===== src/rtl/tri_host.sv =====
// tri_host: queues triangles, sends their vertices to a renderer and reports per-triangle pixel counts.
// Define TRI_HOST_BBOX_EN to also report the bounding box of the counted pixels.
module tri_host #(
    parameter int FIFO_DEPTH = 4
) (
    input  logic        clk,
    input  logic        reset,
    input  logic        tri_valid,
    output logic        tri_ready,
    input  logic [17:0] tri_xy,
    output logic        nt,
    output logic [2:0]  xi,
    output logic [2:0]  yi,
    input  logic        busy,
    input  logic        po,
    input  logic [2:0]  xo,
    input  logic [2:0]  yo,
    output logic        done,
    output logic [6:0]  pix_cnt,
    output logic [15:0] tri_cnt,
    output logic [11:0] bbox
);
    localparam int AW = $clog2(FIFO_DEPTH);
    typedef enum logic [2:0] {IDLE, SEND0, SEND1, SEND2, WAIT, RUN, REPORT} state_t;
    state_t state_q, state_d;
    logic [17:0] mem_q [FIFO_DEPTH];
    logic [AW:0] wr_q, rd_q;
    logic [17:0] head;
    logic empty, full, push, pop, start, count_en;
    logic nt_q, nt_d, done_q;
    logic [2:0] xi_q, xi_d, yi_q, yi_d;
    logic [6:0] cnt_q, cnt_d, pix_q;
    logic [15:0] tri_q;
    // Pointers carry one extra wrap bit to tell full from empty.
    assign empty = wr_q == rd_q;
    assign full = (wr_q[AW] != rd_q[AW]) && (wr_q[AW-1:0] == rd_q[AW-1:0]);
    assign tri_ready = !full;
    assign push = tri_valid && !full;
    assign pop = state_q == SEND2;
    assign head = mem_q[rd_q[AW-1:0]];
    assign start = (state_q == IDLE) && !empty;
    assign count_en = po && (state_q == SEND1 || state_q == SEND2 || state_q == WAIT || state_q == RUN);
    assign nt = nt_q;
    assign xi = xi_q;
    assign yi = yi_q;
    assign done = done_q;
    assign pix_cnt = pix_q;
    assign tri_cnt = tri_q;
    always_comb begin
        state_d = state_q;
        unique case (state_q)
            IDLE:    state_d = empty ? IDLE : SEND0;
            SEND0:   state_d = SEND1;
            SEND1:   state_d = SEND2;
            SEND2:   state_d = WAIT;
            WAIT:    state_d = busy ? RUN : WAIT;
            RUN:     state_d = busy ? RUN : REPORT;
            REPORT:  state_d = IDLE;
            default: state_d = IDLE;
        endcase
        nt_d = state_d == SEND0;
        xi_d = (state_d == SEND0) ? head[17:15] : (state_d == SEND1) ? head[11:9] : (state_d == SEND2) ? head[5:3] : 3'd0;
        yi_d = (state_d == SEND0) ? head[14:12] : (state_d == SEND1) ? head[8:6] : (state_d == SEND2) ? head[2:0] : 3'd0;
        cnt_d = start ? 7'd0 : (count_en && cnt_q != 7'd64) ? cnt_q + 7'd1 : cnt_q;
    end
    always_ff @(posedge clk or negedge reset) begin
        if (!reset) begin
            state_q <= IDLE;
            wr_q <= '0;
            rd_q <= '0;
            nt_q <= 1'b0;
            xi_q <= 3'd0;
            yi_q <= 3'd0;
            done_q <= 1'b0;
            cnt_q <= 7'd0;
            pix_q <= 7'd0;
            tri_q <= 16'd0;
        end else begin
            state_q <= state_d;
            if (push) wr_q <= wr_q + (AW+1)'(1);
            if (pop) rd_q <= rd_q + (AW+1)'(1);
            nt_q <= nt_d;
            xi_q <= xi_d;
            yi_q <= yi_d;
            done_q <= state_d == REPORT;
            cnt_q <= cnt_d;
            if (state_d == REPORT) begin
                pix_q <= cnt_d;
                tri_q <= tri_q + 16'd1;
            end
        end
    end
    always_ff @(posedge clk) begin
        if (push) mem_q[wr_q[AW-1:0]] <= tri_xy;
    end
`ifdef TRI_HOST_BBOX_EN
    logic [2:0] xmin_q, xmin_d, ymin_q, ymin_d, xmax_q, xmax_d, ymax_q, ymax_d;
    logic [11:0] bbox_q;
    always_comb begin
        xmin_d = start ? 3'd7 : (count_en && xo < xmin_q) ? xo : xmin_q;
        ymin_d = start ? 3'd7 : (count_en && yo < ymin_q) ? yo : ymin_q;
        xmax_d = start ? 3'd0 : (count_en && xo > xmax_q) ? xo : xmax_q;
        ymax_d = start ? 3'd0 : (count_en && yo > ymax_q) ? yo : ymax_q;
    end
    always_ff @(posedge clk or negedge reset) begin
        if (!reset) begin
            {xmin_q, ymin_q, xmax_q, ymax_q} <= 12'd0;
            bbox_q <= 12'd0;
        end else begin
            {xmin_q, ymin_q, xmax_q, ymax_q} <= {xmin_d, ymin_d, xmax_d, ymax_d};
            if (state_d == REPORT) bbox_q <= {xmin_d, ymin_d, xmax_d, ymax_d};
        end
    end
    assign bbox = bbox_q;
`else
    logic unused_xy;
    assign unused_xy = ^{xo, yo};
    assign bbox = 12'd0;
`endif
endmodule


===== config.mk =====
export PLATFORM = sky130hd
export DESIGN_NAME = tri_host
export DESIGN_NICKNAME = d
export VERILOG_FILES = /design/src/rtl/tri_host.sv
export SDC_FILE = /design/constraint.sdc
export NUM_CORES = 1
export LEC_CHECK = 0
export CAP_MARGIN = 10
export CORE_MARGIN = 2
export CORE_UTILIZATION = 40
export DETAILED_ROUTE_END_ITERATION = 8
export GPL_ROUTABILITY_DRIVEN = 0
export PLACE_DENSITY = 0.73
export SLEW_MARGIN = 10
export SYNTH_ARGS = -nofsm -noshare
export SYNTH_HDL_FRONTEND = slang
export SYNTH_SLANG_ARGS = --single-unit

===== constraint.sdc =====
create_clock -name clk -period 3.1 [get_ports clk]
set_clock_uncertainty 0.2 [all_clocks]
set_input_delay 0.465 -clock clk [delete_from_list [all_inputs] [get_ports clk]]
set_output_delay 0.465 -clock clk [all_outputs]
set_load 0.02 [all_outputs]

# Yosys cells after proc, flatten, opt, wreduce, memory -nomap -nowiden
# Memory sizes are Yosys's and may differ from the RTL's.
# Index checks and enable logic that the tools add are counted.
[word_totals] romBits=0 input_bits=29 mem_count=1 latch_bits=0 register_bits=47 word_cells=53 ram_bits=72
[op_classes] n_bitwise=0 div_mod_pow=0 n_shift=0 add_sub_neg=4 reduce_logical=11 n_eq_ne=13 mux=14 order_cmp=0 mul=0
[mem_list] name="mem_q" depth=4 word_bits=18 read_ports=1 rd_clocked_by_memory_dff=0 write_ports=1 line="26" rtl="logic [17:0] mem_q [FIFO_DEPTH];"
[ops] cell="$mux W3" n=6
[ops] cell="$pmux W3 S6" n=1
[ops] cell="$add A16 B1 Y16 const B" n=1
[ops] cell="$mux W7" n=2
[ops] cell="$eq A3 B2 Y1 const B" n=4
[ops] cell="$eq A3 B3 Y1 const B" n=3
[ops] cell="$add A7 B1 Y7 const B" n=1
[ops] cell="$ne A7 B7 Y1 const B" n=1
[ops] cell="$add A3 B1 Y3 const B" n=2
[ops] cell="$eq A3 B1 Y1 const B" n=2
[ops] cell="$logic_and A1 B1 Y1" n=5
[ops] cell="$mux W1" n=4
[ops] cell="$eq A3 B3 Y1" n=1
[ops] cell="$logic_not A3 Y1" n=1
[ops] cell="$logic_or A1 B1 Y1" n=3
[ops] cell="$eq A2 B2 Y1" n=1
[ops] cell="$logic_not A1 Y1" n=2
[ops] cell="$mux W2" n=1
[ops] cell="$ne A1 B1 Y1" n=1

# Longest topological paths before layout
# Gate-level depths: netlist (run 1).
[depth] ltp_word=8 depth_mapped=8 ltp_nobuf=7

# Worst setup path after synthesis (run 1)
# OpenSTA, ideal clock, no wires.
[synth_path] path_kind="register to register" startpoint="register wr_q[0]" endpoint="memory mem_q[3][0] (enable)" slack_ns=0.947 t_arrival_ns=1.575 required_time_ns=2.523 path_stages_with_launch=4 cell_sequence="dfrtp_1 > xnor2_1 > a31oi_1 > and2_1"
[synth_via] elab_chain_len=6
[synth_rtl] element="start, declared" line="27" rtl="logic [AW:0] wr_q, rd_q;"
[synth_rtl] element="start signal, assigned" line="80" rtl="if (push) wr_q <= wr_q + (AW+1)'(1);"
[synth_rtl] element="$eq A2 B2 Y1" line="36" rtl="assign full = (wr_q[AW] != rd_q[AW]) && (wr_q[AW-1:0] == rd_q[AW-1:0]);"
[synth_rtl] element="$logic_and A1 B1 Y1" line="36"
[synth_rtl] element="$logic_not A1 Y1" line="38" rtl="assign push = tri_valid && !full;"
[synth_rtl] element="$logic_and A1 B1 Y1" line="38"
[synth_rtl] element="$mux W1" line="94" rtl="if (push) mem_q[wr_q[AW-1:0]] <= tri_xy;"
[synth_rtl] element="$mux W1 (not written as such)" line="94"
[synth_rtl] element="end, declared" line="26"
# Parallel ways exist; a longest one is shown, timed or not.

# Worst setup path in the final report (run 1)
[layout_path] startpoint="register wr_q[0]" endpoint="output port tri_ready"
[layout_via] elab_chain_len=3
[layout_rtl] element="$eq A2 B2 Y1" line="36"
[layout_rtl] element="$logic_and A1 B1 Y1" line="36"
[layout_rtl] element="$logic_not A1 Y1" line="37" rtl="assign tri_ready = !full;"
[layout_rtl] element="end, declared" line="9" rtl="output logic tri_ready,"
# No other way between the ends.

==> results of run 1 <==
[cells in the final DEF, fill, tap and decap left out, drive strengths merged, types with 10 or more instances in the layout]
cell	count
conb	12
nand2	19
edfxtp	72
clkbuf	23
dfrtp	47
inv	11
clkdlybuf4s50	53
nor2	13
mux4	18
xor2	12
xnor2	12
ha	10
[worst paths after layout]
kind | start | slack (ps) | to | cells after the start
worst min register to register | tri_cnt[15]$_DFFE_PN0P_ | 270 | tri_cnt[15]$_DFFE_PN0P_ | 1
worst min-delay path | reset | 60 | cnt_q[3]$_DFF_PN0_ | 1
worst max register to register | state_q[1]$_DFF_PN0_ | 710 | pix_cnt[2]$_DFFE_PN0P_ | 6
max in group asynchronous | reset | 1960 | tri_cnt[7]$_DFFE_PN0P_ | 1
worst max-delay path | wr_q[0]$_DFFE_PN0P_ | 450 | tri_ready | 3
min in group clk | tri_cnt[15]$_DFFE_PN0P_ | 270 | tri_cnt[15]$_DFFE_PN0P_ | 1
[power by group]
group | internal (mW) | leakage (nW) | total [mW] | switching, mW
Combinational | 0.795 | 0.861 | 1.77 | 0.974
Clock | 1.36 | 0.293 | 2.01 | 0.647
Sequential | 2.08 | 1.27 | 2.28 | 0.196
Total | 4.24 | 2.43 | 6.06 | 1.82
[cell type report]
type / instances / area [um^2] / share of cell area
Clock buffer: 23 / 458 / 0.0731
Tap cell: 168 / 210 / 0.0336
Timing Repair Buffer: 60 / 581 / 0.0927
Sequential cell: 119 / 3340 / 0.533
Inverter: 11 / 41.3 / 0.00659
Clock inverter: 9 / 150 / 0.0240
Multi-Input combinational cell: 176 / 1490 / 0.237
[cell families after synthesis]
| group | after synthesis | share of synthesized area |
|---|---|---|
| flops | 119 | 0.674 |
| simple gates | 73 | 0.0765 |
| compound gates | 32 | 0.0492 |
| buf+inv | 30 | 0.0346 |
| mux | 25 | 0.0975 |
| xor+xnor | 24 | 0.0424 |
| fa+ha+maj | 10 | 0.0253 |
| other cells | 1 | 0.000757 |
[stage by stage]
stage          hold slack [ps]  std cells  utilization  cell area, um^2
2_1_floorplan            -30.6        325            -             5000
3_3_place_gp               266        534        0.469             5660
3_5_place_dp               264        534        0.469             5660
4_1_cts                   94.8        566        0.519             6260
5_1_grt                    142        566        0.519             6260
6_report                  64.6        566        0.519             6260
[metal layers]
metal / vias up / part of all wire
met3: 6 / 0.049
met2: 91 / 0.51
li1: 1304 / -
met4: 0 / 0.0058
met1: 1457 / 0.43
met5: - / 0
[state kept, by name, summed over array words and instances (netlist names), 3 cells and up]
signal and flops:
cnt_q 7, mem_q 72, pix_cnt 7, rd_q 3, state_q 3, tri_cnt 16, wr_q 3, xi 3
yi 3
[worst max-delay path, stage by stage, from the launching register on]
cell and delay (ps):
dfrtp_1 430, xnor2_1 430, nand3_1 150, clkdlybuf4s50_1 580
==> metrics.md, run 1 <==
| Metric | Value |
|---|---|
| Run status | `complete, no violations` |
| CTS Hold Bufs | `0` |
| Async SR Flop Fraction | `0.395` |
| NumNets Final | `about 420` |
| Largest net degree at the start of global routing | `48` |
| Clock root cell | `clkbuf_16` |
| Rows | `40` |
| Most common cell in the synthesized netlist | `edfxtp_1` |
| EDFF count, synth | `72` |
| Leading post-synthesis cells by cell area | `edfxtp_1 (44%), dfrtp_1 (24%), mux4_2 (8.2%)` |
| Grt peak-use layer | `met2` |
| Setup ws final | `between 400 and 500 ps` |
| Synth cell count leaders | `edfxtp_1 (72), dfrtp_1 (47), nand2_1 (19)` |
| # DRC | `0` |
| DR iter-0 viols | `173` |
| Maximum vdd drop | `0.542 mV` |
| Starting Density | `0.411` |
| CTS H-Tree Depth | `4` |
| CTS resizes | `0` |
| Gate Count Post-Synth | `314` |
| Leak | `2.43 nW` |
| All-Layer GR Usage | `0.159` |
| Setup violations, final | `0` |
| Pre-Repair DR Iteration Count | `4` |
| Post-DP HPWL | `just under 6000 um` |
| Clock tree buffer depth | `2` |
| Clock slew at reported path FFs | `~50 ps` |
| WL final | `9470 um` |
| Synth Register Bits | `119` |
| Port buffer count | `54` |
| Post-DRT Antenna Nets | `0` |
| Die Wd | `between 100 and 150 um` |
| Pwr dens | `967 nW/um^2` |
| RSZ-0062 raised after global routing | `no` |
| Layout cell share with drive strength beyond 1 | `0.151` |
| CTS tree | `done` |
| Layout area overhead | `26.4%` |
| Die Ht | `about 120 um` |
| Syn_area_per_cell | `15.8 um^2` |
| Min Tclk post-route | `2650 ps` |
| Sequential fraction of the synthesis area | `0.674` |
| Startpoint class of the critical path | `flip-flop` |
| Via Count | `2858` |
| Yosys warning total | `0` |
| Area share of the largest cell type after synthesis | `0.436` |
| Req. time, crit path | `2430 ps` |
| HP Class | `in2async` |
| # Post-CTS Setup Buffers | `0` |
| Final-report max-slew violation count | `0` |
| Fmax | `377 MHz` |
| M3 GR Usage | `0.0543` |
| First-pass GRT wire length | `15600 um` |
| Syn Std Cell Area | `4950 um^2` |
| I/O pin count | `73` |
| Crit path DAT | `between 1500 and 2000 ps` |
| Gr ovfl total | `0` |
| Kind of critical path | `reg2out` |
| CP Max Fanout | `4` |
| GR Util met2 | `0.268` |
| Max cap viols | `0` |
| Setup TNS | `0 ps` |
| Worst-Margin Slew | `about 1100 ps` |
| Wire length per cell | `16.7 um` |
| Number of distinct library cells after synthesis | `41` |
| Avg Vias per Cell | `just over 5` |
| Dpl ws | `~430 ps` |
| Fillers | `1002` |
| Final worst path period share | `0.855` |
| Critical Path Sink Type | `primary output` |
| Total CTS buffers | `17` |
| Slew headroom | `0.286` |
| Final hold vios | `0` |
| Main synth FF type | `edfxtp_1` |
| Worst-skew pair later-pin latency | `400 ps` |
| Vias in the first global route | `2987` |
| Power Total | `6.06 mW` |
| Area leader, netlist | `edfxtp_1` |
| CTS sink count | `119` |
| Initial antenna violation count | `0` |
| GR Util met1 | `0.198` |
| # diodes | `0` |
| Core Box Area | `~12000 um^2` |
| Die area | `about 13000 um^2` |
(Power assumes the default switching activity.)
==> run 2, diff against run 1 <==
Settings changed: GPL_TIMING_DRIVEN set to 0.
==> metrics.md, run 2 (synthesized netlist as in run 1, its figures left out) <==
| Metric | Value |
|---|---|
| Starting Density | `0.411 (unchanged)` |
| Run status | `complete, no violations` |
| CTS H-Tree Depth | `4 (unchanged)` |
| Area of the multi-input gates | `1490 um^2 (unchanged)` |
| Pre-Repair DR Iteration Count | `4 (unchanged)` |
| Via Count | `2871 (+0.45%)` |
| R2r setup slk | `430 ps (-280 ps)` |
| Largest net degree at the start of global routing | `31 (-35%)` |
| Core Box Area | `12100 um^2 (unchanged)` |
| Final-report max-slew violation count | `0 (unchanged)` |
| Rows | `40 (unchanged)` |
| Crit. Startpoint | `wr_q[0]$_DFFE_PN0P_` |
| Pwr dens | `963 nW/um^2 (-0.40%)` |
| Die area | `13300 um^2 (unchanged)` |
| DP Area | `5760 um^2 (+1.9%)` |
| # diodes | `0 (unchanged)` |
| Kind of critical path | `reg2reg` |
| Critical Path Sink Type | `flip-flop` |
| Final worst path period share | `0.861 (+0.00636)` |
| Post-DRT Antenna Nets | `0 (unchanged)` |
| CTS tree | `done` |
| WHS Path Cells | `1` |
| DR iter-0 viols | `197 (+14%)` |
| Final instance area | `6410 um^2 (+2.3%)` |
| FF-to-FF End | `mem_q[3][10]$_DFFE_PP_` |
| Final hold vios | `0 (unchanged)` |
| Clock slew at reported path FFs | `60 ps (about the same)` |
| Fmax | `375 MHz (-0.74%)` |
| Clock tree buffer depth | `2 (unchanged)` |
| CTS resizes | `0 (unchanged)` |
| RSZ-0062 raised after global routing | `no` |
| Maximum vdd drop | `0.591 mV (+9.1%)` |
| Worst hold slack | `272 ps (+207 ps)` |
| Setup ws final | `431 ps (-19.7 ps)` |
| Startpoint class of the critical path | `flip-flop` |
| Min Tclk post-route | `2670 ps (+19.7 ps)` |
| Layout cell share with drive strength beyond 1 | `0.186 (+0.0357)` |
| Vias in the first global route | `2942 (-1.5%)` |
| WL final | `9490 um (+0.29%)` |
| Leak | `2.52 nW (+3.7%)` |
| # DRC | `0 (unchanged)` |
| CP Max Fanout | `19 (+15)` |
| Worst setup endpoint | `mem_q[3][10]$_DFFE_PP_` |
| Max cap viols | `0 (unchanged)` |
| Slew headroom | `0.304 (+0.0182)` |
| Gr ovfl total | `0 (unchanged)` |
| I/O pin count | `73 (unchanged)` |
| Req. time, crit path | `2920 ps (+490 ps)` |
| Setup TNS | `0 ps (unchanged)` |
| Die Ht | `115 um (unchanged)` |
| Most common cell after layout, fill and taps aside | `edfxtp_1` |
| Initial antenna violation count | `0 (unchanged)` |
| Layout area overhead | `29.3%` |
| Dpl ws | `154 ps (-277 ps)` |
| Fillers | `990 (-1.2%)` |
| Commonest non-fill, non-tap cells in the layout | `edfxtp_1 (72), clkdlybuf4s50_1 (53), dfrtp_1 (47)` |
| Post-DP HPWL | `6220 um (+4.9%)` |
| Wire length per cell | `16.3 um (-2.3%)` |
| HP Class | `reg2reg` |
| CTS sink count | `119 (unchanged)` |
| First-pass GRT wire length | `15500 um (-0.75%)` |
| Clock root cell | `clkbuf_16` |
| R2R Path Start | `wr_q[0]$_DFFE_PN0P_` |
| Setup violations, final | `0 (unchanged)` |
| Die Wd | `115 um (unchanged)` |
| NumNets Final | `439 (+3.5%)` |
| Avg Vias per Cell | `4.94 (-2.1%)` |
| Crit path DAT | `2490 ps (+510 ps)` |
| Storage element area | `3340 um^2 (unchanged)` |
| Total CTS buffers | `17 (unchanged)` |
| Port buffer count | `54 (unchanged)` |
| Max FFs per register | `72 (unchanged)` |
| Reg2Reg Depth | `3 (-3)` |
| All-Layer GR Usage | `0.158 (-0.00118)` |
| Worst-Margin Slew | `1040 ps (-27.3 ps)` |
| Worst-skew pair later-pin latency | `410 ps (about the same)` |
==> run 2: cell types whose count changed in the layout (fill, tap and decap cells not counted), moves of 2 or more <==
cell / previous run / this run
clkbuf_1: 5 / 1
buf_2: 1 / 3
inv_6: 0 / 2
clkinv_4: 1 / 5
buf_4: 6 / 15
buf_1: 0 / 2
==> run 2: stage by stage <==
step / utilization / power [mW] / instances
3_5_place_dp: 0.478 / 4.13 / 548
6_report: 0.531 / 6.17 / 581
4_1_cts: 0.531 / 6.24 / 581
2_1_floorplan: - / 3.50 / 325
3_3_place_gp: 0.476 / 4.05 / 547
5_1_grt: 0.531 / 6.50 / 581
==> run 2: report_power, final <==
part           internal [mW]  switching, mW  total [mW]
sequential              2.09          0.195        2.28
clock                   1.38          0.713        2.09
combinational          0.805          0.993        1.80
total                   4.27           1.90        6.17
==> run 2: cell type report <==
type,count,area share
inverter,11,0.00644
buffer,19,0.0203
tap,168,0.0328
clock buffer,19,0.0691
timing repair buffer,56,0.0882
sequential,119,0.521
multi-input combinational,176,0.232
clock inverter,13,0.0303
==> run 2: critical path, stage by stage, from the launching register on <==
cell and delay [ps]:
dfrtp_1 420, xnor2_1 230, a31oi_1 520, and2_1 900
==> run 2: worst min path at each step <==
stage                         endpoint                     from
4_1_cts        tri_cnt[15]$_DFFE_PN0P_  tri_cnt[15]$_DFFE_PN0P_
5_1_grt        tri_cnt[15]$_DFFE_PN0P_  tri_cnt[15]$_DFFE_PN0P_
3_3_place_gp   tri_cnt[15]$_DFFE_PN0P_  tri_cnt[15]$_DFFE_PN0P_
3_5_place_dp    pix_cnt[6]$_DFFE_PN0P_                    reset
2_1_floorplan       cnt_q[0]$_DFF_PN0_                    reset
6_report       tri_cnt[15]$_DFFE_PN0P_  tri_cnt[15]$_DFFE_PN0P_
==> run 2: what timing repair did <==
action / in CTS / in global routing
buffers inserted: 0 / 0
endpoints found under the hold margin: 17 / 0
hold buffers: 1 / 0
==> run 2: layer usage <==
layer / wire (um) / global-route usage / up-vias
met3: 424 / 0.0501 / 9
li1: - / - / 1331
met1: 4160 / 0.196 / 1455
met4: 101 / 0.0538 / 0
met5: 0 / 0 / -
met2: 4810 / 0.262 / 76
